## config.mk

```make
export PLATFORM = sky130hd
export DESIGN_NAME = serial_subtractor
export DESIGN_NICKNAME = d
export VERILOG_FILES = /design/src/rtl/serial_subtractor.sv
export SDC_FILE = /design/constraint.sdc
export NUM_CORES = 1
export LEC_CHECK = 0
export ABC_AREA = 1
export CAP_MARGIN = 20
export CORE_ASPECT_RATIO = 1.5
export CORE_UTILIZATION = 55
export CTS_CLUSTER_DIAMETER = 100
export CTS_CLUSTER_SIZE = 16
export DETAILED_ROUTE_END_ITERATION = 16
export PLACE_DENSITY_LB_ADDON = 0.15
export REMOVE_ABC_BUFFERS = 1
export SLEW_MARGIN = 5
export SYNTH_ARGS = -nofsm -noshare
export SYNTH_HDL_FRONTEND = slang
export SYNTH_SLANG_ARGS = --single-unit
```

## constraint.sdc

```tcl
create_clock -name clk -period 2.13 [get_ports clk]
set_input_delay 0.3195 -clock clk [delete_from_list [all_inputs] [get_ports clk]]
set_output_delay 0.3195 -clock clk [all_outputs]
set_load 0.01 [all_outputs]
```

## src/rtl/serial_subtractor.sv

```systemverilog
// Bit-serial two's-complement subtractor: a - b, LSB first,
// one full-subtractor cell and a registered borrow.
module serial_subtractor #(
  parameter int WIDTH = 8
) (
  input  logic             clk,
  input  logic             rst_n,
  input  logic             start,
  input  logic [WIDTH-1:0] a,
  input  logic [WIDTH-1:0] b,
  output logic             busy,
  output logic             done,
  output logic [WIDTH-1:0] diff,
  output logic             borrow_out
);

  localparam int CW = $clog2(WIDTH + 1);

  typedef enum logic [1:0] {
    IDLE,
    SHIFT,
    DONE
  } state_e;

  state_e           state_q, state_d;
  logic [WIDTH-1:0] sa_q, sa_d;
  logic [WIDTH-1:0] sb_q, sb_d;
  logic [WIDTH-1:0] sd_q, sd_d;
  logic [CW-1:0]    cnt_q, cnt_d;
  logic             br_q, br_d;
  logic [WIDTH-1:0] diff_q, diff_d;
  logic             bo_q, bo_d;

  logic             x, y, bi;
  logic             d_bit, b_bit;
  logic [WIDTH-1:0] sd_next;
  logic             last;

  assign x     = sa_q[0];
  assign y     = sb_q[0];
  assign bi    = br_q;
  assign d_bit = x ^ y ^ bi;
  assign b_bit = (~x & y) | (~x & bi) | (y & bi);
  assign last  = (cnt_q == CW'(WIDTH - 1));

  always_comb begin
    sd_next = sd_q >> 1;
    sd_next[WIDTH-1] = d_bit;
  end

  always_comb begin
    state_d = state_q;
    sa_d    = sa_q;
    sb_d    = sb_q;
    sd_d    = sd_q;
    cnt_d   = cnt_q;
    br_d    = br_q;
    diff_d  = diff_q;
    bo_d    = bo_q;
    unique case (state_q)
      IDLE: begin
        if (start) begin
          sa_d    = a;
          sb_d    = b;
          sd_d    = '0;
          br_d    = 1'b0;
          cnt_d   = '0;
          state_d = SHIFT;
        end
      end
      SHIFT: begin
        sa_d  = sa_q >> 1;
        sb_d  = sb_q >> 1;
        sd_d  = sd_next;
        br_d  = b_bit;
        cnt_d = cnt_q + CW'(1);
        // Result registers change only here, on entry to DONE.
        if (last) begin
          diff_d  = sd_next;
          bo_d    = b_bit;
          state_d = DONE;
        end
      end
      DONE: begin
        state_d = IDLE;
      end
      default: begin
        state_d = IDLE;
      end
    endcase
  end

  always_ff @(posedge clk or negedge rst_n) begin
    if (!rst_n) begin
      state_q <= IDLE;
      sa_q    <= '0;
      sb_q    <= '0;
      sd_q    <= '0;
      cnt_q   <= '0;
      br_q    <= 1'b0;
      diff_q  <= '0;
      bo_q    <= 1'b0;
    end else begin
      state_q <= state_d;
      sa_q    <= sa_d;
      sb_q    <= sb_d;
      sd_q    <= sd_d;
      cnt_q   <= cnt_d;
      br_q    <= br_d;
      diff_q  <= diff_d;
      bo_q    <= bo_d;
    end
  end

  assign busy       = (state_q == SHIFT);
  assign done       = (state_q == DONE);
  assign diff       = diff_q;
  assign borrow_out = bo_q;

endmodule

```

After elaboration in Yosys (flattened, before gate mapping)
Cells that the tools add are included.
{"block": "totals", "reg_bits": 40, "in_bits": 19, "output_inout_bits": 11, "elab_cells": 40}
{"block": "op_classes", "addsub": 1, "n_eq_ne": 5, "mux": 13, "n_bitwise": 8, "reduce_logical": 5}
{"op": "8-bit one-hot mux with 2 select lines", "n": 3}
{"op": "8-bit two-way mux", "n": 3}
{"op": "4-bit one-hot mux with 2 select lines", "n": 1}
{"op": "2-bit AND reduction", "n": 3}
{"op": "4-bit by 1-bit adder with 4-bit output, second input constant", "n": 1}
{"op": "4-bit by 3-bit == test with 1-bit output, second input constant", "n": 1}
{"op": "2-bit two-way mux", "n": 2}
{"op": "4-bit two-way mux", "n": 1}
{"op": "2-bit one-hot mux with 2 select lines", "n": 1}
{"op": "1-bit AND", "n": 3}
{"op": "2-bit by 1-bit == test with 1-bit output, second input constant", "n": 1}
{"op": "2-bit == test, second input constant", "n": 1}
{"op": "2-bit zero test", "n": 1}
{"op": "2-bit by 1-bit inequality test with 1-bit output, second input constant", "n": 1}
{"op": "2-bit inequality test, second input constant", "n": 1}
{"op": "1-bit OR", "n": 2}
{"op": "1-bit one-hot mux with 2 select lines", "n": 1}
{"op": "2-bit nonzero test", "n": 1}
{"op": "1-bit bitwise XOR", "n": 2}
{"op": "1-bit two-way mux", "n": 1}
{"op": "1-bit inverter", "n": 1}

Logic depth before layout (Yosys ltp)
Gate-level depths: netlist (run 1).
{"block": "logic_depth", "ltp_word": 5, "mapped_depth": 6, "depth_no_buf": 6}

Least setup slack after synthesis (run 1)
Ideal clock, no wire load.
{"block": "synth_path", "path_kind": "reg-to-reg", "from": "register sa_q[0]", "to": "register diff_q[7] (netlist: diff[7])", "setup_ps": 116, "arrival_time_ps": 1035, "required_time_ps": 2014, "setup_slack_ps": 979, "stages_incl_launch_ff": 6, "path_buffers": 0, "period_less_slack_ps": 1151, "cell_sequence": "dfrtp_1 > inv_1 > fa_1 > inv_1 > nand2_1 > nand2_1"}
{"block": "synth_between", "elab_chain_len": 2}
{"element": "start, declared", "line_no": "26", "text": "logic [WIDTH-1:0] sa_q, sa_d;"}
{"element": "start signal, assigned", "line_no": "96", "text": "sa_q <= '0;"}
{"element": "start signal, assigned", "line_no": "105", "text": "sa_q <= sa_d;"}
{"element": "1-bit bitwise XOR (2 in series)", "line_no": "42", "text": "assign d_bit = x ^ y ^ bi;"}
{"element": "end signal, assigned", "line_no": "110", "text": "diff_q <= diff_d;"}
{"element": "end, declared", "line_no": "31", "text": "logic [WIDTH-1:0] diff_q, diff_d;"}
Every way passes these cells.
A chain may end at the register's enable or synchronous reset.

Final worst setup path (run 1)
{"block": "layout_path", "from": "register state_q[0]", "to": "output done"}
{"block": "layout_between", "elab_chain_len": 1}
{"element": "start, declared", "line_no": "25", "text": "state_e state_q, state_d;"}
{"element": "start signal, assigned", "line_no": "104", "text": "state_q <= state_d;"}
{"element": "2-bit == test", "line_no": "116", "text": "assign done = (state_q == DONE);"}
{"element": "end, declared", "line_no": "12", "text": "output logic done,"}
Every way passes these cells.

==> results of run 1 <==
kinds of logic after synthesis:
group	after synthesis
AO/OA/AOI/OAI	4
adder cells (fa/ha/maj)	2
buffers and inverters	14
flip-flops	39
AND/OR/NAND/NOR	133
placed cells by master (no fill, tap or decap), types with 3 or more instances in the layout:
cell type,synthesis,layout
buf_4,1,3
clkbuf_8,0,5
clkdlybuf4s50_1,0,28
clkinv_2,0,3
dfrtp_1,39,39
inv_1,3,3
nand2_1,80,80
nand3_1,45,45
nor2_1,3,3
sequential cells by signal, indices dropped and copies added, names as in the netlist:
register and flops:
sd_q 7, state_q 2, sa_q 8, diff 8, bi 1, sb_q 8, cnt_q 4, borrow_out 1
layout make-up:
cell class | count | area, sq um
Clock buffer | 5 | 68.8
Sequential cell | 39 | 976
Multi-Input combinational cell | 139 | 638
Fill cell | 252 | 867
Tap cell | 39 | 48.8
Inverter | 5 | 21.3
Timing Repair Buffer | 32 | 308
Clock inverter | 3 | 15.0
per-layer routing:
metal / share of wire (%) / up-vias / routed length [um]
li1: - / 680 / -
met1: 42 / 676 / 1420
met2: 51 / 44 / 1730
met3: 5.6 / 6 / 190
met4: 1.3 / 0 / 45
met5: 0 / - / 0
path summary, 6_finish.rpt:
| path | startpoint | slack [ns] | end | depth (start not counted) |
|---|---|---|---|---|
| max | state_q[0] | 0.38 | done | 2 |
| min | rst_n | 0.12 | diff[0] | 1 |
| max reg2reg | state_q[1] | 0.74 | sb_q[5] | 5 |
| min reg2reg | sd_q[1] | 0.48 | diff[0] | 2 |
| max in group asynchronous | rst_n | 1.47 | sb_q[3] | 1 |
| min in group clk | sd_q[1] | 0.48 | diff[0] | 2 |
metrics by stage:
step	setup WS (ns)	hold slack (ns)	cells	area, sq um	utilization [%]
2_1_floorplan	0.664	0.0239	183	1640	-
4_1_cts	0.376	0.162	262	2080	70.5
3_3_place_gp	0.491	0.451	254	1990	67.7
6_report	0.378	0.121	262	2080	70.5
5_1_grt	0.330	0.211	262	2080	70.5
3_5_place_dp	0.434	0.464	254	1990	67.7
report_power, final:
part | internal, W | switching, W | leakage, nW
clock network | 0.000224 | 0.000258 | 0.0477
registers | 0.00106 | 0.000215 | 0.497
logic | 0.000479 | 0.000598 | 0.479
==> run_results.csv, run 1 <==
group,metric,value,unit
outcome,outcome,"completed",
layout,drive_gt1_share,8.07,%
synthesis,synth_edf_count,0,
flow_run,cap_violations,0,
layout,diodes,0,
sta,final-hold-violation-count,0,
sta,setup_viol,0,
sta,period_needed,1.75,ns
die,die_area,0.00335,sq mm
clock_tree,tritoncts,"done",
global_routing,antenna_found_initial,0,
layout,area_growth,21.1,%
pwr,pwr_density_cell,1370,mW/mm^2
die,die_w,47.6,um
synthesis,synth.top_cell.area_share,56.9,%
synthesis,synth_top_family_by_area,"simple AND/OR/NAND/NOR gates",
global_routing,top_usage_layer,"met2",
critical_path,cp.required,1.81,ns
critical_path,cp_slowest_cell,"clkdlybuf4s50_1",
synthesis,yosys_register_bits,39,
critical_path,cp.arrival,1.43,ns
sta,period_share,82.3,%
synthesis,synthAdderAreaFrac,1.90,%
global_routing,grt_max_degree,40,
synthesis,yosys.area_share.simple,34.0,%
global_routing,grt_usage,24.1,%
route,vias,1406,
synthesis,synth_ff_type,"dfrtp_1",
critical_path,worstSetupPathType,"flip-flop to primary output",
clock_tree,postCtsSetupRepairBufs,0,
global_routing,first_global_vias,1355,
clock_tree,clk_pin_slew_worst_paths,0.07,ns
critical_path,end_kind,"primary output",
route,first_iter_violations,61,
die,rows,24,
clock_tree,clock_path_buffers,2,
sta,fin_skew,0.00591,ns
die,core,0.00294,sq mm
global_routing,grt_pass1_wl,5.83,mm
die,dieHeight,70.4,um
critical_path,worst-path-buf-inv,1,
die,ios,30,
synthesis,synth_xor_xnor_area_share,0,%
critical_path,start_kind,"flip-flop",
global_routing,grt_use_met2,37.1,%
clock_tree,cts.sinks,39,
pwr,leakage,1.02,nW
placed_design,hpwl,2.22,mm
sta,worst_pin_slew,0.848,ns
placed_design,place_congestion,0.755,
synthesis,synth.largest_area_cell,"dfrtp_1",
synthesis,ys_seq_area_share,56.9,%
sta,slew_violations,0,
critical_path,slowest_delay,0.54,ns
synthesis,post_synth_num_cell_types,19,
synthesis,synth_common_cells,"nand2_1, nand3_1, dfrtp_1, buf_6",
synthesis,synth_mux_area_share,0,%
route,drtPass1Iterations,6,
synthesis,yosys-top-cells-area,"dfrtp_1, nand2_1, nand3_1",
global_routing,grt_util_met3,7.49,%
critical_path,critical-path-top-delay-family,"buffers and inverters",
clock_tree,cts_htree_levels,2,
sta,slew-limit-headroom,43.5,%
synthesis,syn_inst,192,
critical_path,worstPathCellList,"nor2_1, clkdlybuf4s50_1",
die,initial_utilization,58.2,%
route,viasPerCell,5.37,
pwr,vdd_ir_drop_max,0.00107,V
layout,num-nets-final,243,
global_routing,met1_usage,32.1,%
critical_path,crit_path_max_fanout,3,
synthesis,async_flop_share,100,%
placed_design,port_buffers,29,
clock_tree,ctsHoldBuffers,0,
synthesis,synth.most_common_cell,"nand2_1",
route,postRouteAntennaNets,0,
sta,finalSetupTns,0,ns
route,routed_wl,3.38,mm
synthesis,synth_compound_area_share,1.31,%
synthesis,yosys_warnings,0,
clock_tree,worstSkewPairLatency,0.30,ns
sta,rsz0062_at_grt,"no",
global_routing,overflow,0,
pwr,p_total,0.00283,W
synthesis,syn_avg_cell_area,8.93,sq um
route,wl_per_cell,12.9,um
clock_tree,cts-resized-gates,0,
synthesis,netlist_area,0.00171,sq mm
clock_tree,root_buffer,"clkbuf_8",
route,drcViolationCount,0,
hold_path,hold_path.class,"input port to async pin",
clock_tree,cts_buffers,5,
sta,fmax,571,MHz
Power figures use the tool's default switching activity.
==> run 2: changes to the inputs <==
--- a/config.mk
+++ b/config.mk
@@ -8,7 +8,7 @@
 export ABC_AREA = 1
 export CAP_MARGIN = 20
 export CORE_ASPECT_RATIO = 1.5
-export CORE_UTILIZATION = 55
+export CORE_UTILIZATION = 46
 export CTS_CLUSTER_DIAMETER = 100
 export CTS_CLUSTER_SIZE = 16
 export DETAILED_ROUTE_END_ITERATION = 16
==> constraint.sdc (replaced) <==
create_clock -name clk -period 1.6 [get_ports clk]
set_input_delay 0.24 -clock clk [delete_from_list [all_inputs] [get_ports clk]]
set_output_delay 0.24 -clock clk [all_outputs]
set_load 0.01 [all_outputs]
==> run_results.csv, run 2 (same netlist as run 1, synthesis figures left out) <==
group,metric,value,unit
critical_path,crit_path_max_fanout,2,
sta,fmax,707,MHz
sta,rsz0062_at_grt,"no",
route,drtPass1Iterations,4,
route,wl_met2,1.79,mm
sta,fin_skew,0.00274,ns
die,ios,30,
clock_tree,worstSkewPairLatency,0.29,ns
clock_tree,cts_buffers,5,
sta,period_needed,1.41,ns
global_routing,overflow,0,
layout,multi_input_area,638,sq um
die,dieHeight,76.8,um
route,wl_per_cell,12.5,um
hold_path,hold_path.class,"input port to async pin",
route,vias,1386,
pwr,vdd_ir_drop_max,0.000838,V
critical_path,r2r-end,"diff[3]",
layout,area_growth,23.1,%
route,first_iter_violations,41,
critical_path,cp.arrival,1.17,ns
critical_path,cp_slowest_cell,"clkdlybuf4s50_1",
clock_tree,tritoncts,"done",
layout,num-nets-final,245,
critical_path,reg2reg_from,"cnt_q[0]",
layout,stdcell_area,0.00211,sq mm
layout,final_common_cell,"nand2_1",
layout,seq_area,977,sq um
sta,slew-limit-headroom,67.6,%
critical_path,cp_num_cells,1,
critical_path,slowest_delay,0.53,ns
die,core,0.00348,sq mm
route,postRouteAntennaNets,0,
placed_design,preCtsSetupSlack,0.193,ns
route,wl_met1,1.36,mm
pwr,leakage,1.04,nW
placed_design,place_congestion,0.724,
critical_path,start_kind,"flip-flop",
die,die_w,51.8,um
placed_design,placed_cells,259,
sta,finalSetupTns,0,ns
clock_tree,root_buffer,"clkbuf_8",
layout,num-fill-cells,313,
critical_path,worstPathCellList,"clkdlybuf4s50_1",
route,viasPerCell,5.19,
die,rows,26,
outcome,violations,"hold timing",
global_routing,first_global_vias,1372,
critical_path,cp.required,1.36,ns
layout,diodes,0,
global_routing,grt_usage,19.7,%
global_routing,grt_pass1_wl,5.78,mm
route,drcViolationCount,0,
pwr,pwr_density_cell,1820,mW/mm^2
sta,fin_hold_ws,-0.0112,ns
critical_path,worstSetupPathType,"flip-flop to primary output",
sta,slew_violations,0,
flow_run,cap_violations,0,
layout,drive_gt1_share,8.89,%
sta,worst_pin_slew,0.486,ns
critical_path,worst-path-buf-inv,1,
critical_path,r2r_cells,6,
layout,fin_cells,267,
clock_tree,ctsHoldBuffers,0,
critical_path,worstSetupEndpoint,"diff[4]",
critical_path,end_kind,"primary output",
global_routing,grt_max_degree,40,
sta,worst_slack,0.185,ns
layout,final_cell_mix,"nand2_1, nand3_1, dfrtp_1, clkdlybuf4s50_1, clkbuf_8",
route,routed-wl-met3,130,um
route,routed_wl,3.35,mm
placed_design,port_buffers,29,
clock_tree,cts.sinks,39,
global_routing,antenna_found_initial,0,
clock_tree,clk_pin_slew_worst_paths,0.07,ns
route,topRoutingLayerUsed,"met4",
clock_tree,clock_path_buffers,2,
outcome,outcome,"complete, but fails checks",
die,initial_utilization,49.2,%
critical_path,reg2reg_slack,0.26,ns
sta,setup_viol,0,
sta,final-hold-violation-count,17,
critical_path,startpoint,"diff[4]",
critical_path,critical-path-top-delay-family,"buffers and inverters",
placed_design,hpwl,2.28,mm
sta,period_share,88.4,%
clock_tree,cts_htree_levels,2,
pwr,p_total,0.00383,W
die,die_area,0.00398,sq mm
placed_design,dpl_cell_area,0.00201,sq mm
## run 2: cell count changes in the layout (fill, tap and decap cells not counted), sizes merged
| cell | before | now |
|---|---|---|
| clkinv | 3 | 0 |
| clkbuf | 5 | 8 |
| dlygate4sd2 | 0 | 2 |
| clkdlybuf4s50 | 28 | 26 |
| buf | 4 | 6 |
## run 2: per-stage QoR
stage                     hold slack, ns  util (%)
after global routing              0.0396      60.6
final                            -0.0112      60.6
after floorplan                  -0.0556         -
after CTS                        0.00862      60.6
after detailed placement           0.320      57.8
after global placement             0.315      57.8
## run 2: how the worst min path moves through the flow
stage / start / end / slack (ns)
floorplan: rst_n / bi / -0.06
global placement: rst_n / diff[1] / 0.31
detailed placement: rst_n / diff[1] / 0.32
CTS: rst_n / sa_q[6] / 0.009
global route: rst_n / sa_q[6] / 0.04
finish: rst_n / diff[1] / -0.01
## run 2: cell type report
cell class / instances / area share [%]
well taps: 42 / 2.49
repair buffers: 34 / 15.2
multi-input cells: 139 / 30.2
clock buffers: 8 / 4.74
flip-flops and latches: 39 / 46.3
inverters: 5 / 1.01
## run 2: timing repair
item	CTS	global route
setup buffers	0	0
resized for setup	3	0
setup endpoints to repair	2	0
## run 2: power breakdown
group	internal [W]	switching [W]
registers	0.00142	0.000286
clock network	0.000393	0.000313
logic	0.000631	0.000791
## run 2: layer usage
| metal | vias to the layer above | global-route usage [%] |
|---|---|---|
| li1 | 684 | - |
| met1 | 666 | 21.4 |
| met2 | 30 | 34.4 |
| met3 | 6 | 5.36 |
| met4 | 0 | 8.11 |
| met5 | - | 0 |
==> run 3: changes to the inputs <==
--- a/config.mk
+++ b/config.mk
@@ -12,7 +12,7 @@
 export CTS_CLUSTER_DIAMETER = 100
 export CTS_CLUSTER_SIZE = 16
 export DETAILED_ROUTE_END_ITERATION = 16
-export PLACE_DENSITY_LB_ADDON = 0.15
+export PLACE_DENSITY = 0.77
 export REMOVE_ABC_BUFFERS = 1
 export SLEW_MARGIN = 5
 export SYNTH_ARGS = -nofsm -noshare
==> run_results.csv, run 3 (same netlist as run 1, synthesis figures left out) <==
group,metric,value,unit
sta,final-hold-violation-count,0,
layout,area_growth,24.1,%
critical_path,slowest_delay,0.54,ns
critical_path,crit_path_max_fanout,2,
critical_path,cp_num_cells,1,
critical_path,cp_slowest_cell,"clkdlybuf4s50_1",
global_routing,antenna_found_initial,0,
clock_tree,cts_buffers,5,
layout,num-fill-cells,299,
critical_path,critical-path-top-delay-family,"buffers and inverters",
sta,period_share,88.8,%
route,routed_wl,3.33,mm
sta,fin_skew,0.00425,ns
route,first_iter_violations,33,
critical_path,worstSetupPathType,"flip-flop to primary output",
die,rows,26,
layout,diodes,0,
critical_path,reg2reg_from,"cnt_q[0]",
clock_tree,cts_htree_levels,2,
route,drcViolationCount,0,
layout,final_cell_mix,"nand2_1, nand3_1, dfrtp_1, clkdlybuf4s50_1, clkbuf_8",
sta,finalSetupTns,0,ns
route,viasPerCell,5.21,
critical_path,reg2reg_slack,0.29,ns
outcome,outcome,"completed",
pwr,vdd_ir_drop_max,0.00101,V
layout,final_common_cell,"nand2_1",
die,dieHeight,76.8,um
critical_path,start_kind,"flip-flop",
clock_tree,cts.sinks,39,
placed_design,hpwl,2.17,mm
pwr,pwr_density_cell,1840,mW/mm^2
global_routing,grt_usage,20.5,%
sta,slew-limit-headroom,68.7,%
sta,rsz0062_at_grt,"no",
die,ios,30,
clock_tree,postCtsSetupRepairBufs,0,
clock_tree,clk_pin_slew_worst_paths,0.07,ns
layout,drive_gt1_share,8.04,%
critical_path,cp.arrival,1.18,ns
critical_path,r2r_cells,6,
clock_tree,tritoncts,"done",
clock_tree,root_buffer,"clkbuf_8",
die,die_area,0.00398,sq mm
sta,fin_hold_ws,0.439,ns
die,die_w,51.8,um
die,initial_utilization,49.2,%
critical_path,startpoint,"diff[7]",
route,vias,1385,
global_routing,grt_pass1_wl,6.13,mm
route,wl_per_cell,12.5,um
flow_run,cap_violations,0,
clock_tree,clock_path_buffers,2,
global_routing,overflow,0,
critical_path,end_kind,"primary output",
placed_design,port_buffers,29,
clock_tree,worstSkewPairLatency,0.29,ns
sta,slew_violations,0,
sta,fmax,704,MHz
sta,setup_viol,0,
global_routing,first_global_vias,1427,
critical_path,worstPathCellList,"clkdlybuf4s50_1",
critical_path,r2r-end,"diff[3]",
pwr,leakage,1.04,nW
hold_path,hold_path.class,"input port to async pin",
placed_design,place_congestion,0.766,
layout,num-nets-final,245,
critical_path,worst-path-buf-inv,1,
sta,period_needed,1.42,ns
die,core,0.00348,sq mm
route,postRouteAntennaNets,0,
global_routing,grt_max_degree,33,
critical_path,cp.required,1.36,ns
sta,worst_pin_slew,0.469,ns
route,drtPass1Iterations,4,
critical_path,worstSetupEndpoint,"diff[7]",
[run 3: worst min path at each step]
stage	from	end	cells after the start
4_1_cts	rst_n	sb_q[6]	2
5_1_grt	rst_n	sb_q[6]	2
3_3_place_gp	rst_n	sa_q[7]	1
6_report	rst_n	sa_q[3]	2
3_5_place_dp	rst_n	sa_q[7]	1
2_1_floorplan	rst_n	bi	0
[run 3: stage by stage]
step | instance area, sq um | instances | power [W] | worst slack (ns) | utilization (%)
2_1_floorplan | 1640 | 183 | 0.00252 | 0.134 | -
3_3_place_gp | 2020 | 258 | 0.00309 | 0.202 | 57.9
3_5_place_dp | 2020 | 258 | 0.00317 | 0.192 | 57.9
4_1_cts | 2130 | 266 | 0.00395 | 0.166 | 61.1
5_1_grt | 2130 | 266 | 0.00424 | 0.107 | 61.1
6_report | 2130 | 266 | 0.00391 | 0.179 | 61.1
[run 3: power by group]
part	internal, W	switching, W
Clock	0.000457	0.000328
Combinational	0.000634	0.000793
Sequential	0.00141	0.000283
[run 3: metal layers]
metal	vias up	part of all wire, %	global-route usage [%]
li1	678	-	-
met1	656	42	26.0
met2	45	52	32.7
met3	6	4.6	5.16
met4	0	1.7	8.11
met5	-	0	0
[run 3: layout make-up]
| cell class | count | area (sq um) | share of cell area, % |
|---|---|---|---|
| clock inverters | 1 | 30.0 | 1.41 |
| inverters | 5 | 21.3 | 1.00 |
| flip-flops and latches | 39 | 977 | 45.9 |
| multi-input cells | 139 | 638 | 30.0 |
| well taps | 42 | 52.6 | 2.47 |
| repair buffers | 34 | 335 | 15.8 |
| clock buffers | 6 | 72.6 | 3.41 |
[run 3: repair_timing]
action                                  in CTS  in global routing
gates resized for setup                      3                  0
hold buffers                                 1                  0
endpoints found under the hold margin       19                  0
endpoints found under the setup margin       2                  0
